File: src/rtl/mips_pipe_pkg.sv
// Shared types for the MIPS-style pipeline memory stage.
// State encodings, MEM/WB bundle and the default access timeout.
package mips_pipe_pkg;

  typedef enum logic {
    IDLE = 1'b0,
    WAIT = 1'b1
  } state_t;

  localparam int TIMEOUT_CYC_DEF = 255;

  typedef struct packed {
    logic        regwrite;
    logic        memtoreg;
    logic [31:0] readdata;
    logic [31:0] aluout;
    logic [4:0]  writereg;
  } mem_wb_t;

endpackage

File: src/rtl/writeback_register.sv
// MEM/WB pipeline register: load-enable, bubble insert, async reset.
// READDATA only updates when rd_load is set alongside load.
module writeback_register
  import mips_pipe_pkg::*;
(
  input  logic    CLK,
  input  logic    RST,
  input  logic    load,
  input  logic    bubble,
  input  logic    rd_load,
  input  mem_wb_t d,
  output mem_wb_t q
);

  always_ff @(posedge CLK or negedge RST) begin
    if (!RST) begin
      q <= '0;
    end else if (bubble) begin
      q.regwrite <= 1'b0;
      q.memtoreg <= 1'b0;
    end else if (load) begin
      q.regwrite <= d.regwrite;
      q.memtoreg <= d.memtoreg;
      q.aluout   <= d.aluout;
      q.writereg <= d.writereg;
      if (rd_load) begin
        q.readdata <= d.readdata;
      end
    end
  end

endmodule

File: src/rtl/mem_access_stage.sv
// MEM stage: data-memory handshake, pipeline stall and MEM/WB register.
// Define MEM_TIMEOUT_EN to abort accesses after TIMEOUT_CYC wait cycles.
module mem_access_stage
  import mips_pipe_pkg::*;
#(
  parameter int TIMEOUT_CYC = TIMEOUT_CYC_DEF
) (
  input  logic        CLK,
  input  logic        RST,
  input  logic        REGWRITEM,
  input  logic        MEMTOREGM,
  input  logic        MEMWRITEM,
  input  logic [31:0] ALUOUTPUTM,
  input  logic [31:0] WRITEDATAM,
  input  logic [4:0]  WRITEREGM,
  output logic        DMEM_REQ,
  output logic        DMEM_WE,
  output logic [31:0] DMEM_ADDR,
  output logic [31:0] DMEM_WDATA,
  input  logic [31:0] DMEM_RDATA,
  input  logic        DMEM_ACK,
  output logic        STALLM,
  output logic        REGWRITEW,
  output logic        MEMTOREGW,
  output logic [31:0] READDATAW,
  output logic [31:0] ALUOUTPUTW,
  output logic [4:0]  WRITEREGW,
  output logic        MEM_ERR
);

  if (TIMEOUT_CYC < 1 || TIMEOUT_CYC > 255) begin : g_bad_tmo
    $error("TIMEOUT_CYC must be 1..255");
  end

  state_t  state;
  state_t  state_nx;
  logic    memop;
  logic    is_load;
  logic    ack_v;
  logic    tmo;
  logic    bubble;
  mem_wb_t wb_d;
  mem_wb_t wb_q;

  assign memop   = MEMTOREGM | MEMWRITEM;
  assign is_load = MEMTOREGM & ~MEMWRITEM;
  assign ack_v   = memop & DMEM_ACK;

  assign DMEM_REQ   = memop;
  assign DMEM_WE    = MEMWRITEM;
  assign DMEM_ADDR  = ALUOUTPUTM;
  assign DMEM_WDATA = WRITEDATAM;

  // A timed-out access still bubbles but lets EX/MEM move on.
  assign bubble = memop & ~DMEM_ACK;
  assign STALLM = bubble & ~tmo;

  always_ff @(posedge CLK or negedge RST) begin
    if (!RST) begin
      state <= IDLE;
    end else begin
      state <= state_nx;
    end
  end

  always_comb begin
    state_nx = state;
    unique case (state)
      IDLE: if (memop & ~DMEM_ACK) state_nx = WAIT;
      WAIT: if (ack_v | tmo)       state_nx = IDLE;
    endcase
  end

`ifdef MEM_TIMEOUT_EN
  logic [7:0] cnt;
  logic       err_q;

  assign tmo = (state == WAIT) & ~ack_v
             & (cnt == 8'(TIMEOUT_CYC - 1));

  always_ff @(posedge CLK or negedge RST) begin
    if (!RST) begin
      cnt   <= '0;
      err_q <= 1'b0;
    end else begin
      err_q <= tmo;
      if (state_nx == IDLE) begin
        cnt <= '0;
      end else if (state == WAIT) begin
        cnt <= cnt + 8'd1;
      end
    end
  end

  assign MEM_ERR = err_q;
`else
  assign tmo     = 1'b0;
  assign MEM_ERR = 1'b0;
`endif

  always_comb begin
    wb_d          = '0;
    wb_d.regwrite = REGWRITEM & ~MEMWRITEM;
    wb_d.memtoreg = is_load;
    wb_d.readdata = DMEM_RDATA;
    wb_d.aluout   = ALUOUTPUTM;
    wb_d.writereg = WRITEREGM;
  end

  writeback_register u_wb (
    .CLK     (CLK),
    .RST     (RST),
    .load    (~bubble),
    .bubble  (bubble),
    .rd_load (is_load),
    .d       (wb_d),
    .q       (wb_q)
  );

  assign REGWRITEW  = wb_q.regwrite;
  assign MEMTOREGW  = wb_q.memtoreg;
  assign READDATAW  = wb_q.readdata;
  assign ALUOUTPUTW = wb_q.aluout;
  assign WRITEREGW  = wb_q.writereg;

endmodule

File: config.mk
export PLATFORM = sky130hd
export DESIGN_NAME = mem_access_stage
export DESIGN_NICKNAME = d
export VERILOG_FILES = /design/src/rtl/mips_pipe_pkg.sv /design/src/rtl/writeback_register.sv /design/src/rtl/mem_access_stage.sv
export SDC_FILE = /design/constraint.sdc
export NUM_CORES = 1
export LEC_CHECK = 0
export CORE_UTILIZATION = 31
export CTS_CLUSTER_DIAMETER = 30
export DETAILED_ROUTE_END_ITERATION = 6
export PLACE_DENSITY = 0.78
export RECOVER_POWER = 25
export SLEW_MARGIN = 20
export SYNTH_ARGS = -nofsm -noshare
export SYNTH_HDL_FRONTEND = slang
export SYNTH_SLANG_ARGS = --single-unit
File: constraint.sdc
create_clock -name CLK -period 0.8 [get_ports CLK]
set_clock_uncertainty 0.15 [all_clocks]
set_input_delay 0.08 -clock CLK [delete_from_list [all_inputs] [get_ports CLK]]
set_output_delay 0.08 -clock CLK [all_outputs]
set_load 0.005 [all_outputs]
==> results of run 1 <==
[what timing repair did]
item | in CTS | in global routing
pin swaps | 2 | 2
gates cloned | 4 | 0
resized for setup | 468 | 22
endpoints found under the setup margin | 177 | 145
hold endpoints to repair | 80 | 8
setup buffers | 29 | 14
[cell families after synthesis]
| family | synth area share (%) |
|---|---|
| compound gates | 0.232 |
| buf+inv | 17.4 |
| flops | 54.8 |
| mux | 26.2 |
| other cells | 0.116 |
| simple gates | 1.24 |
[routing by layer]
| metal | up-vias | track usage [%] |
|---|---|---|
| met5 | - | 0 |
| met4 | 0 | 5.51 |
| met3 | 13 | 5.89 |
| met2 | 143 | 26.8 |
| met1 | 1119 | 18.9 |
| li1 | 1077 | - |
[cells in the mapped netlist]
cell and count:
sky130_fd_sc_hd__nor2b_1 1, sky130_fd_sc_hd__inv_1 2, sky130_fd_sc_hd__conb_1 1, sky130_fd_sc_hd__nor3b_1 1
sky130_fd_sc_hd__mux2_2 21, sky130_fd_sc_hd__buf_8 2, sky130_fd_sc_hd__mux2_1 29, sky130_fd_sc_hd__or2_2 1
sky130_fd_sc_hd__buf_4 66, sky130_fd_sc_hd__nand3b_4 1, sky130_fd_sc_hd__buf_6 1, sky130_fd_sc_hd__dfrtp_1 71
sky130_fd_sc_hd__buf_2 4, sky130_fd_sc_hd__mux2_4 19, sky130_fd_sc_hd__o21bai_1 1
[worst max path at each step]
stage	depth (start not counted)	start	to
6_report	1	u_wb.q[8]	ALUOUTPUTW[3]
5_1_grt	1	u_wb.q[47]	READDATAW[10]
4_1_cts	1	u_wb.q[47]	READDATAW[10]
3_5_place_dp	4	MEMWRITEM	u_wb.q[27]
3_3_place_gp	4	MEMWRITEM	u_wb.q[32]
2_1_floorplan	4	MEMWRITEM	u_wb.q[10]
[stage by stage]
stage / area (µm²) / setup TNS [ns] / hold WS [ns] / worst slack [ns] / cells
4_1_cts: 5340 / -33.45 / -0.213 / -0.340 / 549
5_1_grt: 5470 / -37.87 / -0.227 / -0.361 / 561
3_5_place_dp: 5240 / -101.26 / -0.0758 / -0.988 / 512
2_1_floorplan: 3400 / -15.74 / -0.366 / -0.278 / 221
6_report: 5470 / -33.51 / -0.207 / -0.317 / 561
3_3_place_gp: 5240 / -97.62 / -0.0892 / -0.939 / 512
[final cells by class]
type	count	area, µm²
Fill cell	837	4480
Timing Repair Buffer	265	2250
Sequential cell	71	1780
Multi-Input combinational cell	75	1060
Tap cell	133	166
Clock buffer	9	124
Clock inverter	6	86.3
Inverter	2	7.51
[worst register-to-register path, stage by stage (launching register included)]
cell and delay (ns):
sky130_fd_sc_hd__dfrtp_1 0.40, sky130_fd_sc_hd__buf_6 0.12, sky130_fd_sc_hd__mux2_4 0.26
[power breakdown]
part / internal, W / switching [W]
sequential: 0.00409 / 0.000303
clock: 0.00173 / 0.00139
combinational: 0.00202 / 0.000869
total: 0.00784 / 0.00256
==> metrics.md, run 1 <==
| Metric | Value |
|---|---|
| Slack of the worst reg-to-reg path | `-0.24 ns` |
| Max Fclk | `0.895 GHz` |
| #FFs+latches synth | `71` |
| Data required time of the critical path | `around 0.57 ns` |
| Synthesized area divided by synthesized cell count | `14.7 µm²` |
| Clock transition at path regs | `~0.09 ns` |
| Number of diodes | `0` |
| Total Wirelength | `8.69 mm` |
| Cell area after synthesis | `3240 µm²` |
| Final count of pins violating max slew | `0` |
| Antenna violations before repair | `0` |
| Startpoint of the lowest-slack register-to-register path | `u_wb.q[13]` |
| Arrival @ worst endpoint | `roughly 0.89 ns` |
| Number of placement rows | `36` |
| Largest Register | `u_wb.q` |
| Synth top area cells | `sky130_fd_sc_hd__dfrtp_1 55%, sky130_fd_sc_hd__buf_4 15%, sky130_fd_sc_hd__mux2_1 10%, sky130_fd_sc_hd__mux2_4 8.8%, sky130_fd_sc_hd__mux2_2 7.3%` |
| Share of post-route cells with drive strength above 1 | `roughly 64%` |
| Final hold slack | `-0.207 ns` |
| Violated checks | `negative hold slack, negative setup slack` |
| Detailed router's first-iteration violation count | `46` |
| Via count | `2352` |
| Kind of critical path | `flop to output pin` |
| CP bufs+invs | `1` |
| Area added between synthesis and finish | `68.8%` |
| Critical path capture point type | `output pin` |
| Most common cell after layout, fill and taps aside | `sky130_fd_sc_hd__buf_2` |
| Worst-Skew Late Latency | `0.34 ns` |
| Max-capacitance violation count | `0` |
| Hold-fix buffers at CTS | `1` |
| Static Leakage | `2.83 nW` |
| Area of the placeable core | `9950 µm²` |
| Initial Utilization | `about a third` |
| Remaining design rule violation count | `0` |
| CP top delay family | `flip-flops` |
| Total power per unit cell area | `1900 nW/µm²` |
| Die boundary width | `between 100 and 150 µm` |
| Proportion of netlist area held by the largest area contributor | `a little over half` |
| GP Congestion | `0.669` |
| CP Cell Sequence | `buf_2` |
| Height of the die | `104 µm` |
| Cell count after synthesis | `221` |
| Max reg flops | `slightly above 70` |
| Top flop regs | `u_wb.q x71` |
| Clock root buffer | `sky130_fd_sc_hd__clkbuf_8` |
| DP HPWL | `6.12 mm` |
| Number of port buffers | `180` |
| Clock tree from TritonCTS | `yes` |
| Final Power | `0.0104 W` |
| WL met3 | `~780 µm` |
| Slowest-stage cell, CP | `sky130_fd_sc_hd__dfrtp_1` |
| Global-route wire length before repair | `13.4 mm` |
| DRT Pass-1 Iters | `4` |
| Launching element type of the critical path | `flop` |
| Inserted Clock Buffers | `9` |
| Most frequent cells in the layout | `86 x sky130_fd_sc_hd__buf_2, 71 x sky130_fd_sc_hd__dfrtp_1, 57 x sky130_fd_sc_hd__mux2_4` |
| Total global-route track usage | `16.0%` |
| Length of routed wiring on met1 | `3.50 mm` |
| Total number of H-tree levels | `3` |
| ANT nets after route | `0` |
| Number of hold violations in the final report | `8` |
| Clock period minus final worst setup slack | `1.12 ns` |
| Max rail drop VDD | `roughly 1.2 mV` |
| Part of the Yosys area used for sequential elements | `54.8%` |
| Run status | `complete, but fails checks` |
| Total congestion overflow | `0` |
| Full die area | `10900 µm²` |
| Worst R2R Path Depth | `2` |
| Number of global-route vias before repair | `2506` |
| Final setup viols | `142` |
| R2R Path End | `u_wb.q[13]` |
| Critical Path Max Stage Delay | `0.41 ns` |
| Post-route setup slack | `-0.317 ns` |
| Unrepaired setup endpoints after global routing | `true` |
| DR vias/cell | `4.19` |
| Synth Warn # | `0` |
| Type of the tightest min-delay check | `input pin to flop` |
| Wire length per cell | `15.5 µm` |
| Pin count of the biggest net entering global routing | `38` |
| Post-route core utilization | `55.0%` |
| Top Metal Used | `met4` |
| Hold path start | `MEMWRITEM` |
| Count of different cell masters after synthesis | `15` |
| Instance count along the most critical hold path | `2` |
| Maximum count of clock buffers along a single path | `2` |
| Met2 Routed Length | `roughly 4.3 mm` |
| Worst-path maximum fanout | `2` |
| Endpoint of the worst hold-timing path | `u_wb.q[70]` |
| Number of placed I/O pins | `246` |
| Post-layout nets | `531` |
| Clock sink total | `71` |
| Share of the clock period used by the worst path after layout | `140%` |
| Synthesized netlist net count | `328` |
| Largest area contributor in the synthesized netlist | `sky130_fd_sc_hd__dfrtp_1` |
Power figures use the tool's default switching activity.
==> run 2: changes to the inputs <==
--- a/config.mk
+++ b/config.mk
@@ -8,6 +8,7 @@
 export CORE_UTILIZATION = 31
 export CTS_CLUSTER_DIAMETER = 30
 export DETAILED_ROUTE_END_ITERATION = 6
+export HOLD_SLACK_MARGIN = 0.15
 export PLACE_DENSITY = 0.78
 export RECOVER_POWER = 25
 export SLEW_MARGIN = 20
==> results of run 2 <==
No change in the layout: final DEF, timing and power equal those of run 1.
